**config.mk**
```make
export PLATFORM = sky130hd
export DESIGN_NAME = ara_perf_apb_regs
export DESIGN_NICKNAME = d
export VERILOG_FILES = /design/src/rtl/ara_perf_pkg.sv /design/src/rtl/ara_perf_counter.sv /design/src/rtl/ara_perf_apb_regs.sv
export SDC_FILE = /design/constraint.sdc
export NUM_CORES = 1
export LEC_CHECK = 0
export BUFFER_PORTS_ARGS = -buffer_cell sky130_fd_sc_hd__buf_2
export CAP_MARGIN = 20
export CORE_MARGIN = 2
export CORE_UTILIZATION = 60
export CTS_BUF_LIST = sky130_fd_sc_hd__clkbuf_8
export DETAILED_ROUTE_END_ITERATION = 7
export PLACE_DENSITY = 0.83
export RECOVER_POWER = 100
export SYNTH_ARGS = -nofsm -noshare
export SYNTH_HDL_FRONTEND = slang
export SYNTH_SLANG_ARGS = --single-unit
export TNS_END_PERCENT = 100
```
**constraint.sdc**
```tcl
create_clock -name clk_i -period 2.7 [get_ports clk_i]
set_input_delay 0 -clock clk_i [delete_from_list [all_inputs] [get_ports clk_i]]
set_output_delay 0 -clock clk_i [all_outputs]
set_load 0.01 [all_outputs]
```
**src/rtl/ara_perf_pkg.sv**
```systemverilog
// Shared definitions for the Ara/CVA6 performance counter block: register
// offsets, STATUS bit positions and the counting-window FSM states.
package ara_perf_pkg;

  localparam int unsigned CntWidth  = 64;
  localparam int unsigned DataWidth = 32;
  localparam int unsigned DecWidth  = 6;

  localparam logic [DecWidth-1:0] OffCtrl   = 6'h00;
  localparam logic [DecWidth-1:0] OffStatus = 6'h04;
  localparam logic [DecWidth-1:0] OffRtLo   = 6'h08;
  localparam logic [DecWidth-1:0] OffRtHi   = 6'h0C;
  localparam logic [DecWidth-1:0] OffDcLo   = 6'h10;
  localparam logic [DecWidth-1:0] OffDcHi   = 6'h14;
  localparam logic [DecWidth-1:0] OffIcLo   = 6'h18;
  localparam logic [DecWidth-1:0] OffIcHi   = 6'h1C;
  localparam logic [DecWidth-1:0] OffSbLo   = 6'h20;
  localparam logic [DecWidth-1:0] OffSbHi   = 6'h24;
  localparam logic [DecWidth-1:0] OffClear  = 6'h28;

  localparam int unsigned StRunning   = 0;
  localparam int unsigned StPending   = 1;
  localparam int unsigned StSnapValid = 2;
  localparam int unsigned StOvf       = 3;
  localparam int unsigned StWidth     = 4;

  typedef enum logic [1:0] {
    IDLE     = 2'd0,
    COUNTING = 2'd1,
    DRAINING = 2'd2
  } perf_state_e;

endpackage

```
**src/rtl/ara_perf_counter.sv**
```systemverilog
// 64-bit saturating event counter with synchronous clear. cnt_c is the count
// including this cycle's increment (clear excluded) so snapshots see it.
module ara_perf_counter
  import ara_perf_pkg::*;
(
  input  logic                clk,
  input  logic                rst_n,
  input  logic                clr,
  input  logic                inc,
  output logic [CntWidth-1:0] cnt_c,
  output logic                ovf_c
);

  logic [CntWidth-1:0] cnt_q;
  logic                sat_c;

  assign sat_c = &cnt_q;
  assign cnt_c = (inc && !sat_c) ? cnt_q + CntWidth'(1) : cnt_q;
  // An increment blocked by saturation is an overflow, unless cleared anyway
  assign ovf_c = inc & sat_c & ~clr;

  always_ff @(posedge clk or negedge rst_n) begin
    if (!rst_n) begin
      cnt_q <= '0;
    end else if (clr) begin
      cnt_q <= '0;
    end else begin
      cnt_q <= cnt_c;
    end
  end

endmodule

```
**src/rtl/ara_perf_apb_regs.sv**
```systemverilog
// Vector runtime / CVA6 stall counter engine with APB register file.
// Stall counters are built only when ARA_PERF_STALL_CNT_EN is defined.
module ara_perf_apb_regs
  import ara_perf_pkg::*;
#(
  parameter int unsigned AddrWidth = 32
) (
  input  logic                 clk_i,
  input  logic                 rst_ni,
  input  logic                 vinsn_valid_i,
  input  logic                 ara_idle_i,
  input  logic                 dcache_miss_i,
  input  logic                 icache_miss_i,
  input  logic                 sb_full_i,
  input  logic                 psel_i,
  input  logic                 penable_i,
  input  logic                 pwrite_i,
  input  logic [AddrWidth-1:0] paddr_i,
  input  logic [DataWidth-1:0] pwdata_i,
  output logic [DataWidth-1:0] prdata_o,
  output logic                 pready_o,
  output logic                 pslverr_o,
  output logic                 hw_cnt_en_o,
  output logic                 snap_valid_o
);

  perf_state_e state_q, state_d;
  logic running_c, inc_c;

  logic ctrl_en_q, pending_q, snap_valid_q, ovf_q;
  logic [DataWidth-1:0] shadow_q;
  logic [CntWidth-1:0]  snap_rt_q, snap_dc_q, snap_ic_q, snap_sb_q;

  logic [DecWidth-1:0]  addr_c;
  logic                 access_c, mapped_c, ro_c, err_c, wr_c, rd_c;
  logic [DataWidth-1:0] rdata_c, shadow_d_c;
  logic                 shadow_ld_c;
  logic [StWidth-1:0]   status_c;
  logic                 en_c, clr_c, st_wr_c, snap_take_c, ovf_any_c, ovf_stall_c;
  logic [CntWidth-1:0]  cnt_rt_c;
  logic                 ovf_rt_c;
  logic                 unused_c;

  assign addr_c   = paddr_i[DecWidth-1:0];
  assign access_c = psel_i & penable_i;
  assign unused_c = ^{paddr_i, pwdata_i};

  always_comb begin
    status_c              = '0;
    status_c[StRunning]   = running_c;
    status_c[StPending]   = pending_q;
    status_c[StSnapValid] = snap_valid_q;
    status_c[StOvf]       = ovf_q;
  end

  // Address decode and read mux; lo reads stage the matching hi word
  always_comb begin
    mapped_c    = 1'b1;
    ro_c        = 1'b0;
    rdata_c     = '0;
    shadow_ld_c = 1'b0;
    shadow_d_c  = '0;
    case (addr_c)
      OffCtrl:   rdata_c = DataWidth'(ctrl_en_q);
      OffStatus: rdata_c = DataWidth'(status_c);
      OffRtLo: begin
        ro_c = 1'b1; rdata_c = snap_rt_q[31:0];
        shadow_ld_c = 1'b1; shadow_d_c = snap_rt_q[63:32];
      end
      OffDcLo: begin
        ro_c = 1'b1; rdata_c = snap_dc_q[31:0];
        shadow_ld_c = 1'b1; shadow_d_c = snap_dc_q[63:32];
      end
      OffIcLo: begin
        ro_c = 1'b1; rdata_c = snap_ic_q[31:0];
        shadow_ld_c = 1'b1; shadow_d_c = snap_ic_q[63:32];
      end
      OffSbLo: begin
        ro_c = 1'b1; rdata_c = snap_sb_q[31:0];
        shadow_ld_c = 1'b1; shadow_d_c = snap_sb_q[63:32];
      end
      OffRtHi, OffDcHi, OffIcHi, OffSbHi: begin
        ro_c = 1'b1; rdata_c = shadow_q;
      end
      OffClear:  rdata_c = '0;
      default:   mapped_c = 1'b0;
    endcase
  end

  assign err_c = access_c & (~mapped_c | (pwrite_i & ro_c) |
                             (~pwrite_i & (addr_c == OffClear)));
  assign wr_c  = access_c & pwrite_i & ~err_c;
  assign rd_c  = access_c & ~pwrite_i & ~err_c;

  assign prdata_o     = rd_c ? rdata_c : '0;
  assign pslverr_o    = err_c;
  assign pready_o     = 1'b1;
  assign hw_cnt_en_o  = ctrl_en_q;
  assign snap_valid_o = snap_valid_q;

  // A CTRL write steers the FSM in the same cycle it lands
  assign en_c        = (wr_c && addr_c == OffCtrl) ? pwdata_i[0] : ctrl_en_q;
  assign clr_c       = wr_c && (addr_c == OffClear) && pwdata_i[0];
  assign st_wr_c     = wr_c && (addr_c == OffStatus);
  assign snap_take_c = pending_q & ara_idle_i & ~vinsn_valid_i;
  assign ovf_any_c   = ovf_rt_c | ovf_stall_c;

  always_ff @(posedge clk_i or negedge rst_ni) begin
    if (!rst_ni) state_q <= IDLE;
    else         state_q <= state_d;
  end

  always_comb begin
    state_d = state_q;
    case (state_q)
      IDLE:     if (en_c && vinsn_valid_i) state_d = COUNTING;
      COUNTING: if (!en_c) state_d = ara_idle_i ? IDLE : DRAINING;
      DRAINING: begin
        if (ara_idle_i) state_d = IDLE;
        else if (en_c)  state_d = COUNTING;
      end
      default:  state_d = IDLE;
    endcase
  end

  always_comb begin
    running_c = 1'b0;
    inc_c     = 1'b0;
    if (state_q != IDLE) begin
      running_c = 1'b1;
      inc_c     = 1'b1;
    end
  end

  ara_perf_counter u_cnt_rt (
    .clk   (clk_i),
    .rst_n (rst_ni),
    .clr   (clr_c),
    .inc   (inc_c),
    .cnt_c (cnt_rt_c),
    .ovf_c (ovf_rt_c)
  );

  always_ff @(posedge clk_i or negedge rst_ni) begin
    if (!rst_ni) begin
      ctrl_en_q    <= 1'b0;
      pending_q    <= 1'b0;
      snap_valid_q <= 1'b0;
      ovf_q        <= 1'b0;
      shadow_q     <= '0;
      snap_rt_q    <= '0;
    end else begin
      if (wr_c && addr_c == OffCtrl) ctrl_en_q <= pwdata_i[0];
      if (vinsn_valid_i)    pending_q <= 1'b1;
      else if (snap_take_c) pending_q <= 1'b0;
      if (snap_take_c) snap_valid_q <= 1'b1;
      else if (st_wr_c && pwdata_i[StSnapValid]) snap_valid_q <= 1'b0;
      if (ovf_any_c) ovf_q <= 1'b1;
      else if (clr_c || (st_wr_c && pwdata_i[StOvf])) ovf_q <= 1'b0;
      if (rd_c && shadow_ld_c) shadow_q <= shadow_d_c;
      if (snap_take_c) snap_rt_q <= cnt_rt_c;
    end
  end

`ifdef ARA_PERF_STALL_CNT_EN
  logic [CntWidth-1:0] cnt_dc_c, cnt_ic_c, cnt_sb_c;
  logic                ovf_dc_c, ovf_ic_c, ovf_sb_c;

  ara_perf_counter u_cnt_dc (
    .clk (clk_i), .rst_n (rst_ni), .clr (clr_c), .inc (inc_c & dcache_miss_i),
    .cnt_c (cnt_dc_c), .ovf_c (ovf_dc_c)
  );
  ara_perf_counter u_cnt_ic (
    .clk (clk_i), .rst_n (rst_ni), .clr (clr_c), .inc (inc_c & icache_miss_i),
    .cnt_c (cnt_ic_c), .ovf_c (ovf_ic_c)
  );
  ara_perf_counter u_cnt_sb (
    .clk (clk_i), .rst_n (rst_ni), .clr (clr_c), .inc (inc_c & sb_full_i),
    .cnt_c (cnt_sb_c), .ovf_c (ovf_sb_c)
  );

  assign ovf_stall_c = ovf_dc_c | ovf_ic_c | ovf_sb_c;

  always_ff @(posedge clk_i or negedge rst_ni) begin
    if (!rst_ni) begin
      snap_dc_q <= '0;
      snap_ic_q <= '0;
      snap_sb_q <= '0;
    end else if (snap_take_c) begin
      snap_dc_q <= cnt_dc_c;
      snap_ic_q <= cnt_ic_c;
      snap_sb_q <= cnt_sb_c;
    end
  end
`else
  logic unused_stall_c;
  assign unused_stall_c = dcache_miss_i ^ icache_miss_i ^ sb_full_i;
  assign ovf_stall_c    = 1'b0;
  assign snap_dc_q      = '0;
  assign snap_ic_q      = '0;
  assign snap_sb_q      = '0;
`endif

endmodule

```
==> results of run 1 <==
==> worst max-delay path, stage by stage (launching register included) <==
cell       delay [ns]
dfrtp_1          0.49
nand4_4          0.21
nor4_4           0.48
nand2_1          0.29
a2111oi_0        0.60
xnor2_1          0.23
o21ai_0          0.13
==> flip-flops by register name, indices dropped and copies added, names as in the netlist <==
| register | flops |
|---|---|
| snap_valid_o | 1 |
| shadow_q | 32 |
| ovf_q | 1 |
| hw_cnt_en_o | 1 |
| snap_rt_q | 64 |
| u_cnt_rt.cnt_q | 64 |
| pending_q | 1 |
| state_q | 2 |
==> synthesized netlist by cell type (4+ instances only) <==
cell       number
o2111ai_1       5
or2_2           4
o211ai_1        7
o21ai_0        90
nor4_1         17
a2111oi_0       5
nor3_1         17
a31oi_1         4
nand3_1        39
or4_1           8
clkbuf_1       46
and3_1         13
dfrtp_1       166
nand2_1       146
a222oi_1        4
a21oi_1        25
and4_1          6
a211oi_1        6
xor2_1         17
or3_1          19
nor2_1        107
xnor2_1        37
inv_1           6
o21ai_1         9
nand4_1        26
a22oi_1        28
==> metrics by stage <==
step / setup TNS (ns) / hold slack [ns] / setup slack (ns) / std cells
detailed placement: 0 / 0.0915 / 0.115 / 1104
global route: -0.00330 / 0.0754 / -0.00330 / 1146
floorplan: 0 / -0.296 / 0.485 / 904
finish: 0 / 0.0568 / 0.130 / 1146
CTS: 0 / 0.0287 / 0.0747 / 1143
global placement: 0 / 0.100 / 0.138 / 1104
==> cell usage in the layout, fill, tap and decap left out, types with 17 or more instances in the layout <==
master / count
a21oi_1: 25
a22oi_1: 28
buf_4: 17
clkbuf_1: 39
clkbuf_8: 21
dfrtp_1: 166
nand2_1: 146
nand3_1: 37
nand4_1: 26
nor2_1: 106
nor3_1: 17
nor4_1: 17
o21ai_0: 98
or3_1: 19
xnor2_1: 36
xor2_1: 17
==> power groups by stage <==
stage	combinational, mW	sequential [mW]	clock (mW)
after global placement	2.46	3.21	0
after detailed placement	2.52	3.23	0
final	2.61	3.21	1.97
after CTS	2.55	3.19	1.98
after global routing	2.82	3.26	2.09
after floorplan	1.73	3.15	0
==> logic make-up after synthesis <==
| group | after synthesis |
|---|---|
| AOI/OAI and AO/OA | 191 |
| adders and majority gates | 1 |
| muxes | 2 |
| xor gates and xnor gates | 54 |
| and+or+nand+nor | 426 |
| other | 1 |
| buffers and inverters | 63 |
| DFF | 166 |
==> worst paths after layout <==
check,from,slack (ns),to
worst min register to register,snap_rt_q[63],0.48,snap_rt_q[63]
worst max register to register,u_cnt_rt.cnt_q[5],0.13,snap_rt_q[29]
worst max-delay path,u_cnt_rt.cnt_q[5],0.13,snap_rt_q[29]
worst min-delay path,paddr_i[2],0.06,hw_cnt_en_o
max in group asynchronous,rst_ni,0.67,u_cnt_rt.cnt_q[10]
min in group asynchronous,rst_ni,0.63,state_q[1]
==> area by class of cell <==
class	instances	area, µm²	area share [%]
timing repair buffer	92	589	6.35
inverter	6	22.5	0.243
multi-input combinational	675	3850	41.5
clock buffer	21	289	3.11
clock inverter	10	153	1.65
tap	176	220	2.37
sequential	166	4150	44.8
==> what timing repair did <==
action                                  in CTS  in global routing
gates resized for setup                      0                  7
hold endpoints to repair                    86                  0
endpoints found under the setup margin       0                 17
hold buffers                                 8                  0
setup buffers                                0                  2
==> per-layer routing <==
metal  track usage, %  share of wire, %  vias up
met5                0                 0        -
li1                 -                 -     3328
met1             40.8                42     3540
met2             47.7                48      334
met4             9.63               1.8        0
met3             6.30               7.5       33
==> qor.txt, run 1 <==
status -> complete, but fails checks
failing checks -> max-capacitance violations, max-slew violations
Clk pwr share -> 25.3%
Num CTS Buffers -> 17
Fin. Hold Viols -> 0
via count -> 7235
first-pass GRT wire length -> 33900 µm
Max Root-Sink Buffers -> 2
ANT cells -> 0
r2r worst-path depth -> 6
register area share after synthesis -> 50.5%
sequential share of power -> 41.2%
switch share -> 37.4%
largest family of logic cells by synthesized area -> simple AND/OR/NAND/NOR gates
die height -> 121 µm
IO Port Bufs -> 50
sw power -> 2.91 mW
post-route ant nets -> 0
RePlAce Congestion -> 1.04
# DRC -> 0
row cnt -> 42
Synth top area share -> 50.5%
Chip Width -> 121 µm
Yosys warnings -> 0
placed cell area -> 0.00878 mm²
H-tree depth -> 4
Async SR Flop Fraction -> 100%
final setup vio count -> 0
minimum clock period -> 2.57 ns
ys flop type -> dfrtp_1
vias in the first global route -> 6694
startpoint types -> flop
Hold Crit Class -> in2reg
f_max -> 389 MHz
Routed wire per std cell -> 18.4 µm
Synth cell types -> 55
Setup crit end kind -> flop
overall track demand over capacity in global routing -> 29.8%
DRT Wirelength -> 21100 µm
FF+latch count, synth -> 166
fill cell count -> 982
internal power -> 4.87 mW
hold depth -> 4
cell taking the most area after synthesis -> dfrtp_1
Post-Synth XOR/XNOR Area -> 5.74%
Synth Area in Simple Gates -> 25.9%
Leak -> 3.61 nW
syn_nets -> 979
Final Core Density -> 69.5%
Iter 0 DRT Violations -> 847
crit path DAT -> 2.92 ns
Tightest Pin Transition -> 2.01 ns
Power Total -> 7.79 mW
Post-Synth Adder-Cell Area -> 0.152%
synthesized area -> 0.00823 mm²
multiplexer share of the synthesized area -> 0.258%
GR Overflow Total -> 0
Max-slew headroom -> -33.8%
clock-pin slew on the worst setup and hold paths -> 0.09 ns
CTS Root Cell -> clkbuf_8
total clock sinks -> 166
Die ar. -> 0.0147 mm²
Tcrit/Tclk final -> 95.2%
post-synthesis cell count -> 904
Core Box Area -> 0.0133 mm²
fin nets -> 1033
synth top area cells -> dfrtp_1 (50%), nand2_1 (6.7%), o21ai_0 (5.5%)
Layout area overhead -> 12.7%
TritonCTS clock tree -> built
Clock Latency Late Sink -> 0.48 ns
Post-synth EDFFs -> 0
critical path type -> reg2reg
Required @ worst endpoint -> 3.05 ns
skew final -> 0.0102 ns
DR pass1 iterations -> 5
Worst Path Max Fanout -> 9
Vias/cell -> 6.31
layout cell share with drive strength beyond 1 -> 10.6%
max_cap viols -> 1
VDD IR max -> 549 µV
combinational group share of total power -> 33.5%
Slew Limit Fails -> 81
DP HPWL -> 14000 µm
initial core utilization -> 61.7%
Pwr Density -> 839 mW/mm²
Avg Inst Size Synth -> 9.11 µm²
initial antenna violation count -> 0
complex-gate fraction of the synthesized area -> 14.2%
largest net degree at the start of global routing -> 82
design area -> 0.00928 mm²
I/O pin count -> 110
No activity file was read; power rests on OpenSTA's default activity.
==> inputs of run 2 (changes only) <==
--- a/config.mk
+++ b/config.mk
@@ -7,13 +7,13 @@
 export LEC_CHECK = 0
 export BUFFER_PORTS_ARGS = -buffer_cell sky130_fd_sc_hd__buf_2
 export CAP_MARGIN = 20
-export CORE_MARGIN = 2
 export CORE_UTILIZATION = 60
 export CTS_BUF_LIST = sky130_fd_sc_hd__clkbuf_8
 export DETAILED_ROUTE_END_ITERATION = 7
-export PLACE_DENSITY = 0.83
+export PLACE_DENSITY = 0.82
 export RECOVER_POWER = 100
 export SYNTH_ARGS = -nofsm -noshare
 export SYNTH_HDL_FRONTEND = slang
+export SYNTH_HIERARCHICAL = 1
 export SYNTH_SLANG_ARGS = --single-unit
 export TNS_END_PERCENT = 100
==> run 2 against run 1 <==
Net effect: the run now ends clean; design area is 7.2% higher; critical path depth did not move; core utilization grew 1.6 points; critical endpoint is now snap_rt_q[36]; largest power group unchanged; highest routed layer unchanged.
==> qor.txt, run 2 <==
DR pass1 iterations -> 6
synth top area cells -> dfrtp_1 (48%), mux2_2 (10%), nor2b_1 (3.9%)
r2r worst-path depth -> 6
count leader, synth -> dfrtp_1
Clock Latency Late Sink -> 0.46 ns
FF+latch count, synth -> 166
post-route ant nets -> 0
VDD IR max -> 420 µV
clock-pin slew on the worst setup and hold paths -> 0.09 ns
Max-slew headroom -> 3.93%
largest net degree at the start of global routing -> 78
Synth cell types -> 58
Core Box Area -> 0.0140 mm²
startpoint types -> flop
Post-synth EDFFs -> 0
minimum clock period -> 2.63 ns
Vias/cell -> 5.94
Leak -> 4.35 nW
sum of negative setup slack -> 0 ns
top flop regs -> snap_rt_q: 64 flops, u_cnt_rt/cnt_q: 64 flops, shadow_q: 32 flops
f_max -> 381 MHz
max_cap viols -> 0
H-tree depth -> 4
ANT cells -> 0
Slew Limit Fails -> 0
critical path type -> reg2reg
highest-count cells in the layout ignoring fill and taps -> dfrtp_1 (165), mux2_2 (76), nor2_1 (64)
first-pass GRT wire length -> 34400 µm
post-synthesis cell count -> 853
I/O pin count -> 110
Required @ worst endpoint -> 3.04 ns
DRT Wirelength -> 21400 µm
status -> finished clean
Async SR Flop Fraction -> 100%
TritonCTS clock tree -> built
syn_nets -> 928
Tightest Pin Transition -> 1.44 ns
register area share after synthesis -> 47.8%
hold depth -> 4
skew final -> 0.0113 ns
initial core utilization -> 62.1%
Yosys warnings -> 6
crit path DAT -> 2.97 ns
Iter 0 DRT Violations -> 535
overall track demand over capacity in global routing -> 30.6%
synthesized area -> 0.00868 mm²
commonest non-fill, non-tap cell in the layout -> dfrtp_1
Setup crit end kind -> flop
fin nets -> 1025
Routed wire per std cell -> 18.7 µm
# DRC -> 0
via count -> 6792
Synth top area share -> 47.8%
Num CTS Buffers -> 17
final setup vio count -> 0
Non-Filler Instances -> 1143
Fin. Hold Viols -> 0
Worst R2R End -> snap_rt_q[36]
Die ar. -> 0.0150 mm²
placed cells -> 1097
DP HPWL -> 14800 µm
layout cell share with drive strength beyond 1 -> 20.8%
GR Overflow Total -> 0
startpoint of the worst hold path -> pwdata_i[3]
Layout area overhead -> 14.6%
row cnt -> 43
Post-synth top cells -> dfrtp_1 (166), mux2_2 (78), nor2_1 (66)
RePlAce Congestion -> 0.990
Tcrit/Tclk final -> 97.3%
R2R setup slack -> 0.07 ns
cell taking the most area after synthesis -> dfrtp_1
Worst Path Max Fanout -> 5
Max Root-Sink Buffers -> 2
Avg Inst Size Synth -> 10.2 µm²
Chip Width -> 122 µm
RR Startpoint -> u_cnt_rt/cnt_q[8]
Pwr Density -> 498 mW/mm²
Hold Path Sink -> ovf_q
total clock sinks -> 166
CTS Root Cell -> clkbuf_8
Hold Crit Class -> in2reg
initial antenna violation count -> 0
Power Total -> 4.96 mW
vias in the first global route -> 6562
IO Port Bufs -> 50
ys flop type -> dfrtp_1
die height -> 122 µm
run 2: repair_timing:
item | 4_1_cts | 5_1_grt
setup buffers | 0 | 2
hold endpoints to repair | 166 | 0
endpoints found under the setup margin | 0 | 26
resized for setup | 0 | 8
hold buffers | 12 | 0
run 2: final cells by class:
type	count	area [µm²]
fill	1093	4040
inverter	41	154
timing repair buffer	127	812
clock buffer	18	248
clock inverter	14	160
multi-input combinational	597	4200
tap	180	225
sequential	166	4160
run 2: worst max-delay path, stage by stage, from the launching register on:
cell and delay [ns]:
dfrtp_1 0.46, nand3_2 0.14, or4_4 0.55, or4_4 0.57, or3b_1 0.39, xnor2_1 0.15, mux2_2 0.26
run 2: kinds of logic after synthesis:
group,Yosys count,share of synthesized area (%)
AOI/OAI and AO/OA,86,6.92
xor gates and xnor gates,57,5.75
adders and majority gates,1,0.144
buffers and inverters,90,4.11
DFF,166,47.8
muxes,111,14.0
other,1,0.0432
and+or+nand+nor,341,21.2
run 2: how the worst max path moves through the flow:
stage                  startpoint       endpoint
2_1_floorplan  u_cnt_rt/cnt_q[10]  snap_rt_q[36]
6_report        u_cnt_rt/cnt_q[8]  snap_rt_q[36]
3_3_place_gp   u_cnt_rt/cnt_q[42]  snap_rt_q[61]
4_1_cts         u_cnt_rt/cnt_q[0]  snap_rt_q[39]
3_5_place_dp    u_cnt_rt/cnt_q[0]  snap_rt_q[39]
5_1_grt        u_cnt_rt/cnt_q[32]   snap_rt_q[8]
run 2: report_power, final:
group / internal [mW] / leakage, nW / total [mW] / switching, mW
Combinational: 0.163 / 2.06 / 0.377 / 0.214
Sequential: 2.64 / 2.09 / 2.75 / 0.109
Clock: 0.932 / 0.209 / 1.83 / 0.903
Total: 3.73 / 4.35 / 4.96 / 1.23
run 2: routing by layer:
metal	up-vias	global-route usage [%]	share of wire [%]	wire length, µm
met5	-	0	0	0
met4	0	9.98	1.7	362
met3	27	7.53	6.0	1270
met2	212	47.6	47	10100
met1	3354	42.2	45	9640
li1	3199	-	-	-
run 2: through the flow:
stage               instance area (µm²)  hold slack [ns]  utilization, %  worst slack, ns
finish                             9950           0.0673            71.1           0.0738
global route                       9950           0.0446            71.1          -0.0168
CTS                               10000          0.00224            71.8           0.0496
detailed placement                 9510           0.0121            68.0           0.0809
global placement                   9510           0.0112            68.0            0.109
floorplan                          8680           -0.296               -            0.146
==> inputs of run 3 (changes only) <==
--- a/config.mk
+++ b/config.mk
@@ -5,12 +5,13 @@
 export SDC_FILE = /design/constraint.sdc
 export NUM_CORES = 1
 export LEC_CHECK = 0
+export ABC_AREA = 1
 export BUFFER_PORTS_ARGS = -buffer_cell sky130_fd_sc_hd__buf_2
 export CAP_MARGIN = 20
-export CORE_UTILIZATION = 60
+export CORE_UTILIZATION = 61
 export CTS_BUF_LIST = sky130_fd_sc_hd__clkbuf_8
 export DETAILED_ROUTE_END_ITERATION = 7
-export PLACE_DENSITY = 0.82
+export PLACE_DENSITY = 0.83
 export RECOVER_POWER = 100
 export SYNTH_ARGS = -nofsm -noshare
 export SYNTH_HDL_FRONTEND = slang
==> run 3 against run 2 <==
Net effect: the run now ends with max-capacitance violations, max-slew violations left; clock power up 11%; routed wire length up 25%; combinational power rose to 8.0 times the previous value; clock skew hardly changed; global-route usage increased by 3.8 points; critical endpoint is now snap_rt_q[31]; highest routed layer unchanged.
==> qor.txt, run 3 <==
status -> complete, but fails checks
failing checks -> max-capacitance violations, max-slew violations
top flop regs -> snap_rt_q: 64 flops, u_cnt_rt/cnt_q: 64 flops, shadow_q: 32 flops
Hold Crit Class -> in2reg
register area share after synthesis -> 42.9%
Synth cell types -> 41
TritonCTS clock tree -> built
overall track demand over capacity in global routing -> 34.4%
Power Total -> 8.99 mW
Synth Area in Simple Gates -> 32.9%
Iter 0 DRT Violations -> 906
Worst Path Max Fanout -> 23
I/O pin count -> 110
Avg Inst Size Synth -> 7.46 µm²
Cell Chain, Critical Path -> ha_1 -> inv_1 -> nor2_1 -> nand2_2 -> inv_2 -> nand2_1 -> nor2_1 -> nand2_2 -> nand2_2 -> nand2_1 -> nand2_1 -> mux2_2
vias in the first global route -> 8386
Tightest Pin Transition -> 1.50 ns
total clock sinks -> 166
final setup vio count -> 0
RSZ-0062 raised after global routing -> false
f_max -> 396 MHz
critical path type -> reg2reg
CTS Root Cell -> clkbuf_8
Die ar. -> 0.0164 mm²
minimum clock period -> 2.52 ns
Pwr Density -> 842 mW/mm²
DRT Wirelength -> 26800 µm
Num CTS Buffers -> 17
complex-gate fraction of the synthesized area -> 6.88%
count leader, synth -> nand2_1
H-tree depth -> 4
commonest non-fill, non-tap cell in the layout -> nand2_1
post-route ant nets -> 0
largest net degree at the start of global routing -> 66
Post-Synth XOR/XNOR Area -> 0.723%
Layout area overhead -> 10.2%
synth top area cells -> dfrtp_1 (43%), nand2_1 (14%), mux2_2 (7.4%)
clock-pin slew on the worst setup and hold paths -> 0.09 ns
startpoint types -> flop
VDD IR max -> 434 µV
GR Overflow Total -> 0
via count -> 8907
max_cap viols -> 1
die height -> 128 µm
Critical path origin -> u_cnt_rt/cnt_q[1]
first-pass GRT wire length -> 42700 µm
Vias/cell -> 5.63
Top delay family on crit path -> simple AND/OR/NAND/NOR gates
largest family of logic cells by synthesized area -> simple AND/OR/NAND/NOR gates
multiplexer share of the synthesized area -> 7.44%
fill cell count -> 1305
Slew Limit Fails -> 12
Post-synth top cells -> nand2_1 (349), nor2_1 (183), dfrtp_1 (166), inv_1 (166), nand3_1 (101)
Core Box Area -> 0.0154 mm²
Critical Path Max Stage Delay -> 0.43 ns
cell taking the most area after synthesis -> dfrtp_1
initial antenna violation count -> 0
highest-count cells in the layout ignoring fill and taps -> nand2_1 (349), nor2_1 (184), inv_1 (167)
RR Startpoint -> u_cnt_rt/cnt_q[1]
Max Root-Sink Buffers -> 2
post-synthesis cell count -> 1299
Required @ worst endpoint -> 3.11 ns
Chip Width -> 128 µm
Post-Synth Adder-Cell Area -> 0.129%
CP max stage cell -> dfrtp_1
Synth top area share -> 42.9%
fin nets -> 1434
Async SR Flop Fraction -> 100%
FF+latch count, synth -> 166
Routed wire per std cell -> 16.9 µm
RePlAce Congestion -> 0.961
IO Port Bufs -> 50
row cnt -> 45
crit path buf inv count -> 2
initial core utilization -> 63.0%
ANT cells -> 0
# DRC -> 0
syn_nets -> 1374
startpoint of the worst hold path -> paddr_i[4]
Setup crit end kind -> flop
Fin. Hold Viols -> 0
synthesized area -> 0.00969 mm²
Place WS -> 0.251 ns
Clock Latency Late Sink -> 0.48 ns
sum of negative setup slack -> 0 ns
layout cell share with drive strength beyond 1 -> 13.5%
ys flop type -> dfrtp_1
Max-slew headroom -> -0.00998%
crit path DAT -> 2.94 ns
Tcrit/Tclk final -> 93.5%
DP HPWL -> 19600 µm
Yosys warnings -> 6
DR pass1 iterations -> 6
Post-synth EDFFs -> 0
skew final -> 0.0111 ns
Final WS setup -> 0.176 ns
Leak -> 5.12 nW
-- run 3: final cells by class --
type / count / area [µm²] / share of cell area, %
clock inverters: 13 / 196 / 1.84
multi-input cells: 915 / 4630 / 43.4
clock buffers: 18 / 248 / 2.32
repair buffers: 87 / 541 / 5.06
well taps: 211 / 264 / 2.47
inverters: 172 / 646 / 6.04
flip-flops and latches: 166 / 4150 / 38.9
-- run 3: worst reg2reg max path, stage by stage (launching register included) --
cell and delay [ns]:
dfrtp_1 0.43, ha_1 0.24, inv_1 0.09, nor2_1 0.23, nand2_2 0.12, inv_2 0.05
nand2_1 0.04, nor2_1 0.13, nand2_2 0.33, nand2_2 0.40, nand2_1 0.16, nand2_1 0.11
mux2_2 0.15
-- run 3: worst paths after layout --
check / end / slack (ns) / depth (start not counted)
worst max-delay path: snap_rt_q[31] / 0.18 / 12
worst min-delay path: snap_valid_o / 0.07 / 7
worst max register to register: snap_rt_q[31] / 0.18 / 12
worst min register to register: snap_valid_o / 0.50 / 2
max in group asynchronous: u_cnt_rt/cnt_q[61] / 0.54 / 3
min in group asynchronous: u_cnt_rt/cnt_q[49] / 0.42 / 2
-- run 3: cells by family after synthesis --
| kind of cell | after synthesis |
|---|---|
| and+or+nand+nor | 727 |
| buffers and inverters | 218 |
| DFF | 166 |
| AOI/OAI and AO/OA | 114 |
| muxes | 64 |
| xor gates and xnor gates | 8 |
| adders and majority gates | 1 |
| other | 1 |
-- run 3: metal layers --
| layer | vias to the layer above | share of wire, % | track usage, % |
|---|---|---|---|
| met2 | 385 | 47 | 55.2 |
| li1 | 4256 | - | - |
| met1 | 4203 | 42 | 46.3 |
| met5 | - | 0 | 0 |
| met4 | 0 | 3.3 | 13.5 |
| met3 | 63 | 7.8 | 6.80 |
-- run 3: power breakdown --
group	switching (mW)	leakage, nW	internal [mW]	total (mW)
combinational	1.94	3.20	1.09	3.03
clock	1.00	0.215	1.04	2.04
sequential	0.671	1.70	3.25	3.92
total	3.61	5.12	5.38	8.99
-- run 3: what timing repair did --
item,CTS,global route
setup buffers,0,3
gates resized for setup,0,1
hold buffers,10,0
endpoints found under the hold margin,172,0
endpoints found under the setup margin,0,7
-- run 3: metrics by stage --
stage / utilization [%] / hold slack (ns) / instances / cell area (µm²)
floorplan: - / -0.296 / 1299 / 9690
global placement: 66.6 / 0.0105 / 1538 / 10200
detailed placement: 66.6 / 0.0112 / 1538 / 10200
CTS: 70.1 / 0.0459 / 1579 / 10800
global route: 69.5 / 0.108 / 1582 / 10700
finish: 69.5 / 0.0749 / 1582 / 10700
